[config.mk]
export PLATFORM = sky130hd
export DESIGN_NAME = sram_bist_engine
export DESIGN_NICKNAME = d
export VERILOG_FILES = /design/src/rtl/sram_bist_engine.sv
export SDC_FILE = /design/constraint.sdc
export NUM_CORES = 1
export LEC_CHECK = 0
export BUFFER_PORTS_ARGS = -buffer_cell sky130_fd_sc_hd__buf_2
export CELL_PAD_IN_SITES_DETAIL_PLACEMENT = 2
export CELL_PAD_IN_SITES_GLOBAL_PLACEMENT = 2
export CORE_ASPECT_RATIO = 0.7
export CORE_MARGIN = 10
export CORE_UTILIZATION = 37
export CTS_CLUSTER_SIZE = 30
export DETAILED_ROUTE_END_ITERATION = 10
export PLACE_DENSITY = 0.91
export SYNTH_ARGS = -nofsm -noshare
export SYNTH_HDL_FRONTEND = slang
export SYNTH_SLANG_ARGS = --single-unit
[constraint.sdc]
create_clock -name clk -period 5.6 [get_ports clk]
set_input_delay 0.84 -clock clk [delete_from_list [all_inputs] [get_ports clk]]
set_output_delay 0.84 -clock clk [all_outputs]
set_load 0.005 [all_outputs]
[src/rtl/sram_bist_engine.sv]
// Write-then-read BIST engine for synchronous burst SRAMs: patterned writes with per-byte
// even parity, latency-aligned read-back compare, saturating error count and first-fail capture.
module sram_bist_engine #(
  parameter int BYTES     = 2,
  parameter int ADDR_W    = 16,
  parameter int NUM_WORDS = 256,
  parameter int RD_LAT    = 2,
  parameter int ERR_W     = 16
) (
  input  logic                  clk,
  input  logic                  resetb,
  input  logic                  start,
  input  logic [1:0]            mode,
  input  logic                  invert,
  input  logic [9*BYTES-1:0]    mask,
  output logic [ADDR_W-1:0]     sram_a,
  output logic                  sram_ceb,
  output logic                  sram_bweb,
  output logic [BYTES-1:0]      sram_bwb,
  output logic                  sram_oeb,
  output logic [9*BYTES-1:0]    sram_dout,
  output logic                  sram_dout_en,
  input  logic [9*BYTES-1:0]    sram_din,
  output logic                  busy,
  output logic                  done,
  output logic                  pass,
  output logic [ERR_W-1:0]      err_cnt,
  output logic [ADDR_W-1:0]     fail_addr,
  output logic [9*BYTES-1:0]    fail_data
);

  localparam int W = 9 * BYTES;
  localparam logic [ADDR_W-1:0] LAST_ADDR = ADDR_W'(NUM_WORDS - 1);
  localparam logic [2:0]        LAST_DRAIN = 3'(RD_LAT - 1);
  localparam logic [ERR_W-1:0]  ERR_MAX = '1;

  typedef enum logic [2:0] {IDLE, WRITE, TURN, READ, DRAIN, DONE} state_t;

  state_t              state, state_n;
  logic [ADDR_W-1:0]   addr, addr_n;
  logic [2:0]          drain_cnt, drain_n;
  logic [1:0]          mode_q, mode_use;
  logic                inv_q, inv_use;
  logic                accept;

  logic                pipe_v [RD_LAT];
  logic [ADDR_W-1:0]   pipe_a [RD_LAT];
  logic [W-1:0]        pipe_d [RD_LAT];

  logic [W-1:0]        diff;
  logic                mismatch;
  logic [ERR_W-1:0]    err_n;

  // Each byte lane carries 8 pattern bits topped by their even-parity bit.
  function automatic logic [W-1:0] pattern(input logic [1:0] m, input logic inv,
                                           input logic [ADDR_W-1:0] a);
    logic [W-1:0] w;
    logic [7:0]   a8;
    logic [7:0]   b;
    w  = '0;
    a8 = 8'(a);
    for (int i = 0; i < BYTES; i++) begin
      case (m)
        2'd0:    b = a8 + 8'(i);
        2'd1:    b = (a8[0] ^ i[0]) ? 8'hAA : 8'h55;
        2'd2:    b = 8'd1 << (a8[2:0] + 3'(i));
        default: b = 8'h00;
      endcase
      if (inv) b = ~b;
      w[9*i +: 9] = {^b, b};
    end
    return w;
  endfunction

  always_comb begin
    state_n = state;
    addr_n  = addr;
    drain_n = drain_cnt;
    accept  = 1'b0;
    case (state)
      IDLE, DONE: begin
        if (start) begin
          accept  = 1'b1;
          state_n = WRITE;
          addr_n  = '0;
        end
      end
      WRITE: begin
        if (addr == LAST_ADDR) begin
          state_n = TURN;
          addr_n  = '0;
        end else begin
          addr_n = addr + 1'b1;
        end
      end
      TURN: begin
        state_n = READ;
        addr_n  = '0;
      end
      READ: begin
        if (addr == LAST_ADDR) begin
          state_n = DRAIN;
          drain_n = '0;
        end else begin
          addr_n = addr + 1'b1;
        end
      end
      DRAIN: begin
        if (drain_cnt == LAST_DRAIN) state_n = DONE;
        else                         drain_n = drain_cnt + 1'b1;
      end
      default: state_n = IDLE;
    endcase
  end

  assign mode_use = accept ? mode : mode_q;
  assign inv_use  = accept ? invert : inv_q;

  // X on an unmasked din bit must register as a failure, hence the case inequality.
  assign diff     = (sram_din ^ pipe_d[RD_LAT-1]) & ~mask;
  assign mismatch = pipe_v[RD_LAT-1] && (diff !== '0);
  assign err_n    = (mismatch && err_cnt != ERR_MAX) ? err_cnt + 1'b1 : err_cnt;

  always_ff @(posedge clk or negedge resetb) begin
    if (!resetb) begin
      state     <= IDLE;
      addr      <= '0;
      drain_cnt <= '0;
      mode_q    <= '0;
      inv_q     <= 1'b0;
    end else begin
      state     <= state_n;
      addr      <= addr_n;
      drain_cnt <= drain_n;
      if (accept) begin
        mode_q <= mode;
        inv_q  <= invert;
      end
    end
  end

  // Pin outputs are registered from the next state so they line up with the FSM state.
  always_ff @(posedge clk or negedge resetb) begin
    if (!resetb) begin
      sram_a       <= '0;
      sram_ceb     <= 1'b1;
      sram_bweb    <= 1'b1;
      sram_bwb     <= '1;
      sram_oeb     <= 1'b1;
      sram_dout    <= '0;
      sram_dout_en <= 1'b0;
      busy         <= 1'b0;
      done         <= 1'b0;
    end else begin
      sram_a       <= (state_n == WRITE || state_n == READ) ? addr_n : '0;
      sram_ceb     <= !(state_n == WRITE || state_n == READ);
      sram_bweb    <= !(state_n == WRITE);
      sram_bwb     <= (state_n == WRITE) ? '0 : '1;
      sram_oeb     <= !(state_n == READ || state_n == DRAIN);
      sram_dout    <= (state_n == WRITE) ? pattern(mode_use, inv_use, addr_n) : '0;
      sram_dout_en <= (state_n == WRITE);
      busy         <= (state_n == WRITE || state_n == TURN ||
                       state_n == READ  || state_n == DRAIN);
      done         <= (state_n == DONE);
    end
  end

  always_ff @(posedge clk or negedge resetb) begin
    if (!resetb) begin
      for (int i = 0; i < RD_LAT; i++) begin
        pipe_v[i] <= 1'b0;
        pipe_a[i] <= '0;
        pipe_d[i] <= '0;
      end
    end else begin
      pipe_v[0] <= (state == READ);
      pipe_a[0] <= addr;
      pipe_d[0] <= pattern(mode_q, inv_q, addr);
      for (int i = 1; i < RD_LAT; i++) begin
        pipe_v[i] <= pipe_v[i-1];
        pipe_a[i] <= pipe_a[i-1];
        pipe_d[i] <= pipe_d[i-1];
      end
    end
  end

  // pass is decided on the DRAIN->DONE edge so the final compare is included.
  always_ff @(posedge clk or negedge resetb) begin
    if (!resetb) begin
      err_cnt   <= '0;
      fail_addr <= '0;
      fail_data <= '0;
      pass      <= 1'b0;
    end else if (accept) begin
      err_cnt   <= '0;
      fail_addr <= '0;
      fail_data <= '0;
      pass      <= 1'b0;
    end else begin
      err_cnt <= err_n;
      if (mismatch && err_cnt == '0) begin
        fail_addr <= pipe_a[RD_LAT-1];
        fail_data <= sram_din;
      end
      if (state == DRAIN && state_n == DONE) pass <= (err_n == '0);
    end
  end

endmodule
Yosys cells after proc, flatten, opt, wreduce, memory -nomap -nowiden

Index checks and enable logic that the tools add are counted.

Memories: 0
Register bits: 188
Bits in latches: 0
Bits of input ports: 42
Output and inout bits: 93
Bits in writable memories: 0
Memory bits (read-only): 0
Word-level logic and storage cells: 127

Reduce and logical (&&, ||, !) cells: 26
Eq/ne operators: 20
Bitwise operators: 7
Add/sub/neg operators: 7
Muxes and demuxes: 39
Shift operators: 4
$mul: 0
Divide/modulo/power cells: 0
Order comparisons: 0

Operators by type and width:

| operator              | count |
|---|---|
| $mux 16               | 8 |
| $pmux 8 s3            | 4 |
| $mux 8                | 8 |
| $pmux 16 s4           | 1 |
| $mux 18               | 3 |
| $add 16x1->16 const B | 2 |
| $logic_not 16->1      | 2 |
| $not 8->8             | 4 |
| $reduce_xor 8->1      | 4 |
| $shl 1x3->8 const A   | 4 |
| $and 18x18->18        | 1 |
| $mux 3                | 6 |
| $nex 18x1->1 const B  | 1 |
| $not 18->18           | 1 |
| $xor 18x18->18        | 1 |
| $add 8x1->8 const B   | 2 |
| $eq 16x8->1 const B   | 1 |
| $ne 16x16->1 const B  | 1 |
| $pmux 3 s5            | 1 |
| $eq 3x2->1 const B    | 4 |
| $eq 3x3->1 const B    | 4 |
| $add 3x1->3 const B   | 3 |
| $eq 3x1->1 const B    | 3 |
| $pmux 3 s2            | 1 |
| other kinds (13)      | 33 |

Depth between registers and ports, before layout

Depth in word-level cells: 10
Depth in mapped cells: 18
Mapped depth without buffers: 18

Worst setup path after synthesis

Ideal clock, no wire load.

Kind: register to register
Start: register addr[1]
End: register sram_dout[17]
Cell stages (with the launch flop): 18
Slack: 1.308 ns
Arrival time: 4.173 ns
Library setup time: 0.119 ns
Path buffers: 0
Clock period less this slack: 4.292 ns
Required time: 5.481 ns
Cell sequence: dfrtp_1 ha_1 nand3_1 nor4_4 inv_2 ha_1 a21oi_1 a32oi_2 inv_1 ha_1 ha_1 and2_1 a211oi_1 xor2_1 xnor2_1 xnor3_1 xnor3_1 and2_1

Longest elaborated chain between the ends: 10
Elaborated cells between the ends (all ways): 19
Those cells by class: add/sub (3); eq/ne (2); shift (1); mux (11); bitwise (1); reduce/logical (1)

Ends and longest elaborated chain:

| element                                             | RTL line | RTL |
|---|---|---|
| start: declaration                                  | 40       | `logic [ADDR_W-1:0] addr, addr_n;` |
| start signal: assignment                            | 133      | `addr <= addr_n;` |
| $eq 16x8->1 (*)                                     | 89, 101  |  |
| $mux 16 (on tied branches)                          | 101, 89  |  |
| $pmux 16 s4 (*)                                     | 80       | `case (state)` |
| via addr_n[0]                                       | 40       |  |
| branches (longest 2 deep; another with $add 8x1->8) | -        |  |
| $pmux 8 s3 (*)                                      | 63       | `case (m)` |
| $not 8->8                                           | 69       | `if (inv) b = ~b;` |
| $mux 8 (*)                                          | 69       |  |
| $reduce_xor 8->1 (*)                                | 70       | `w[9*i +: 9] = {^b, b};` |
| $mux 18 (*)                                         | 160      | `sram_dout <= (state_n == WRITE) ? pattern(mode_use, inv_use, addr_n) : '0;` |
| end signal: assignment                              | 160      |  |
| end: declaration                                    | 21       | `output logic [9*BYTES-1:0] sram_dout,` |

Mark *: on every way through the listed nets, which the timed path passes.
A chain may end at the register's enable or synchronous reset.

Final worst setup path

Start: register addr[0]
End: register sram_dout[17]

Longest elaborated chain between the ends: 10
Elaborated cells between the ends (all ways): 19
Those cells by class: add/sub (3); eq/ne (2); shift (1); mux (11); bitwise (1); reduce/logical (1)

Ends and longest elaborated chain:

| element                                             | RTL line |
|---|---|
| $add 16x1->16 / $eq 16x8->1 (equally long branches) | - |
| $mux 16 (on tied branches)                          | 101, 89 |
| $pmux 16 s4 (*)                                     | 80 |
| via addr_n[0]                                       | 40 |
| branches (longest 2 deep; another with $add 8x1->8) | - |
| $pmux 8 s3 (*)                                      | 63 |
| $not 8->8                                           | 69 |
| $mux 8 (*)                                          | 69 |
| $reduce_xor 8->1 (*)                                | 70 |
| $mux 18 (*)                                         | 160 |

Marked as above.

==> summary.txt <==
Run status
  • Status: finished clean

Finish
  • Final #Nets: 978
  • Synth-to-layout area growth: 18.0%
  • Register area: 4660 um^2
  • Highest-count cells in the layout ignoring fill and taps: sky130_fd_sc_hd__dfrtp_1 (183), sky130_fd_sc_hd__buf_2 (133), sky130_fd_sc_hd__nor2_1 (104)
  • Area of combinational cells with multiple inputs: 3680 um^2
  • Final core utilization: 44.6%
  • Number of standard cells in the final layout excluding fillers: 1243
  • Most frequent standard cell in the layout excluding fill and tap cells: sky130_fd_sc_hd__dfrtp_1
  • Share of post-route cells with drive strength above 1: 21.1%
  • Number of filler cells placed in the layout: 2373

Power and ir drop
  • Cell-internal power: 1.97 mW
  • Maximum resistive drop on vdd: 0.000208 V
  • Gate power share: 2.3%
  • Static Leak: 5.13 nW
  • Switching part of the total power: 25.1%
  • Clk network pwr share: 46.7%
  • Overall power consumption: 2.63 mW
  • Cell Pwr Density: 259 nW/um^2
  • Switching power total: 0.660 mW
  • Proportion of power drawn by flip-flops and latches: 51.0%

Synthesis
  • Average cell area after synthesis: 10.8 um^2
  • Number of flops mapped to enable cells by yosys: 0
  • Sequential element share of the synthesized area: 54.1%
  • Count of unique library cells instantiated by Yosys: 61
  • Synth warn: 0
  • #FFs+latches synth: 186
  • Most used flip-flop cell after synthesis: sky130_fd_sc_hd__dfrtp_1
  • Proportion of register bits with asynchronous set or reset after synthesis: 100%
  • Synth Cell Area: 8610 um^2
  • Gate Count Post-Synth: 800
  • Post-Syn Nets: 861

Critical path
  • Cell repeated most along the worst path: sky130_fd_sc_hd__ha_1
  • Crit path capture type: flop
  • Element type at the critical path start: flop
  • Data arrival time of the worst path: 5530 ps
  • Crit path buffers/inverters: 2
  • Highest-delay cell along the critical path: sky130_fd_sc_hd__dfrtp_1
  • Delay-heaviest family, CP: adder cells
  • Top fanout value on the critical path: 12
  • Critical path data required time: 5940 ps
  • Type of the worst setup path: flop to flop
  • Cell Chain, Critical Path: ha_1 -> nand3_2 -> nor4_4 -> inv_2 -> ha_1 -> a21oi_1 -> a32oi_2 -> inv_1 -> ha_1 -> ha_1 -> and2_1 -> a211oi_1 -> xor2_1 -> xnor2_1 -> xnor3_1 -> xnor3_1 -> and2_1
  • Slowest stage delay, CP: 600 ps

Timing
  • Post-route minimum period: 5190 ps
  • Final setup violation count: 0
  • Final Hold Viols: 0
  • Worst slew pin tran: 1050 ps
  • Unrepaired setup endpoints after global routing: no
  • Worst clock skew: 17.7 ps
  • Headroom to the max-slew limit: 30.2%
  • F_max: 193 MHz
  • Crit share post-route: 92.7%
  • Number of slew-limit violations in the final report: 0
  • Final-layout worst hold slack: 343 ps
  • Sum Neg Setup Slack: 0 ps

Floorplanning
  • Die outline width: 202 um
  • FP Rows: 46
  • Initial cell density of the core: 37.8%
  • Core box area: 22800 um^2
  • Ports placed on the boundary: 135
  • Die Y: 148 um
  • Overall die area: 29900 um^2

CTS
  • TritonCTS clock tree: yes
  • Clk buf depth: 2
  • TritonCTS sink count: 186
  • Clock latency on the worst-skew pair: 450 ps
  • CTS clk-pin slew, worst paths: 80 ps
  • TritonCTS buffer count: 17
  • Hold buffer count at cts: 0
  • Depth of the CTS H-tree: 4
  • CTS Root Cell: sky130_fd_sc_hd__clkbuf_16

Placed design
  • Dpl cells: 1210
  • Count of buffers from port buffering: 134
  • Dpl hpwl: 22.7 mm
  • Routability-driven placement congestion ratio: 0.864

GRT
  • Global-route wire length before repair: 51.3 mm
  • Global-route congestion overflow total: 0
  • Antenna violations before repair: 1
  • Vias in the first global route: 7698
  • Pin count of the biggest net entering global routing: 187
  • GR Util All Layers: 22.3%

Detailed routing
  • Residual antenna-violating net count after detailed routing: 0
  • Number of design rule violations left after detail routing: 0
  • Vias after detailed routing: 6861
  • Routed length per placed instance: 26.7 um
  • 1st-pass router iterations: 5
  • Per-cell via count in the routed design: 5.52
  • Drt first-iter violations: 568
  • Drt total wl: 33.2 mm

Run
  • Number of maximum-capacitance constraint violations: 0

Worst hold path
  • Path class of the lowest-slack min-delay path: flop to flop
==> layer usage <==
layer  vias to the layer above  GRT usage [%]  part of all wire [%]
met5                         -              0                 0.060
met4                         2           8.14                   2.6
met3                        51           5.33                   5.5
met2                       268           36.5                    48
met1                      3590           28.3                    44
li1                       2950              -                     -
==> cell families after synthesis <==
logic type / Yosys count / synth area share, %
XOR/XNOR: 102 / 10.9
flip-flops: 186 / 54.1
multiplexers: 45 / 5.26
AND/OR/NAND/NOR: 254 / 14.1
adder cells (fa/ha/maj): 19 / 2.76
buffers and inverters: 69 / 3.23
AO/OA/AOI/OAI: 125 / 9.67
==> state kept, by name, indices dropped and copies added (netlist names), 2 cells and up <==
name	count
err_cnt	16
drain_cnt	3
mode_q	2
fail_addr	16
pipe_v	2
sram_a	16
state	3
addr	16
pipe_d	36
pipe_a	32
sram_dout	18
fail_data	18
==> synthesized netlist by cell type (all sizes together), types with 3 or more instances <==
master	instances	area (um^2)
a211o	5	43.8
a211oi	3	22.5
a21o	4	30.0
a21oi	28	140
a221oi	3	45.0
a31oi	11	75.1
and2	15	96.3
and3	9	66.3
and4	5	43.8
buf	12	63.8
clkbuf	30	113
dfrtp	183	4580
dfstp	3	78.8
ha	19	238
inv	27	101
mux2i	43	430
nand2	52	195
nand2b	4	25.0
nand3	25	125
nand4	11	68.8
nor2	105	397
nor2b	8	50.1
nor3	6	30.0
nor4	5	46.3
o211ai	3	22.5
o21ai	37	185
o221ai	3	26.3
o22ai	11	68.8
or3	3	18.8
xnor2	68	596
xnor3	3	67.6
xor2	31	272
==> final timing paths <==
kind	from	endpoint	slack (ps)	cells after the start
setup / recovery	addr[0]	sram_dout[17]	410	17
hold / removal	pipe_d[33]	pipe_d[15]	340	0
setup reg to reg	addr[0]	sram_dout[17]	410	17
hold reg to reg	pipe_d[33]	pipe_d[15]	340	0
max in group asynchronous	resetb	sram_dout[16]	4290	2
min in group asynchronous	resetb	fail_data[6]	500	2
==> through the flow <==
stage	area, um^2	setup WS (ps)
2_1_floorplan	8610	1310
3_3_place_gp	9560	769
3_5_place_dp	9560	403
4_1_cts	10100	242
5_1_grt	10200	65.2
6_report	10200	409
==> power groups by stage <==
stage	combinational (mW)	clock [mW]	sequential, mW
global placement	0.0607	0	1.37
finish	0.0618	1.23	1.34
CTS	0.0641	1.24	1.34
floorplan	0.0120	0	1.37
detailed placement	0.0632	0	1.37
global route	0.0700	1.30	1.34
==> layout make-up <==
| type | instances | area share [%] |
|---|---|---|
| flip-flops and latches | 186 | 45.9 |
| multi-input cells | 545 | 36.2 |
| repair buffers | 140 | 7.23 |
| clock buffers | 18 | 4.32 |
| well taps | 312 | 3.84 |
| clock inverters | 14 | 1.50 |
| inverters | 27 | 0.998 |
| diodes | 1 | 0.0246 |
==> timing repair <==
action                     CTS  global route
resized for setup            0             1
buffers inserted             0             0
setup endpoints to repair    0             1
==> worst reg2reg max path, stage by stage (launching register included) <==
cell and delay (ps):
sky130_fd_sc_hd__dfrtp_1 600, sky130_fd_sc_hd__ha_1 320, sky130_fd_sc_hd__nand3_2 260, sky130_fd_sc_hd__nor4_4 500
sky130_fd_sc_hd__inv_2 110, sky130_fd_sc_hd__ha_1 290, sky130_fd_sc_hd__a21oi_1 70, sky130_fd_sc_hd__a32oi_2 410
sky130_fd_sc_hd__inv_1 240, sky130_fd_sc_hd__ha_1 340, sky130_fd_sc_hd__ha_1 390, sky130_fd_sc_hd__and2_1 170
sky130_fd_sc_hd__a211oi_1 430, sky130_fd_sc_hd__xor2_1 210, sky130_fd_sc_hd__xnor2_1 150, sky130_fd_sc_hd__xnor3_1 260
sky130_fd_sc_hd__xnor3_1 180, sky130_fd_sc_hd__and2_1 160
Power figures use the tool's default switching activity.
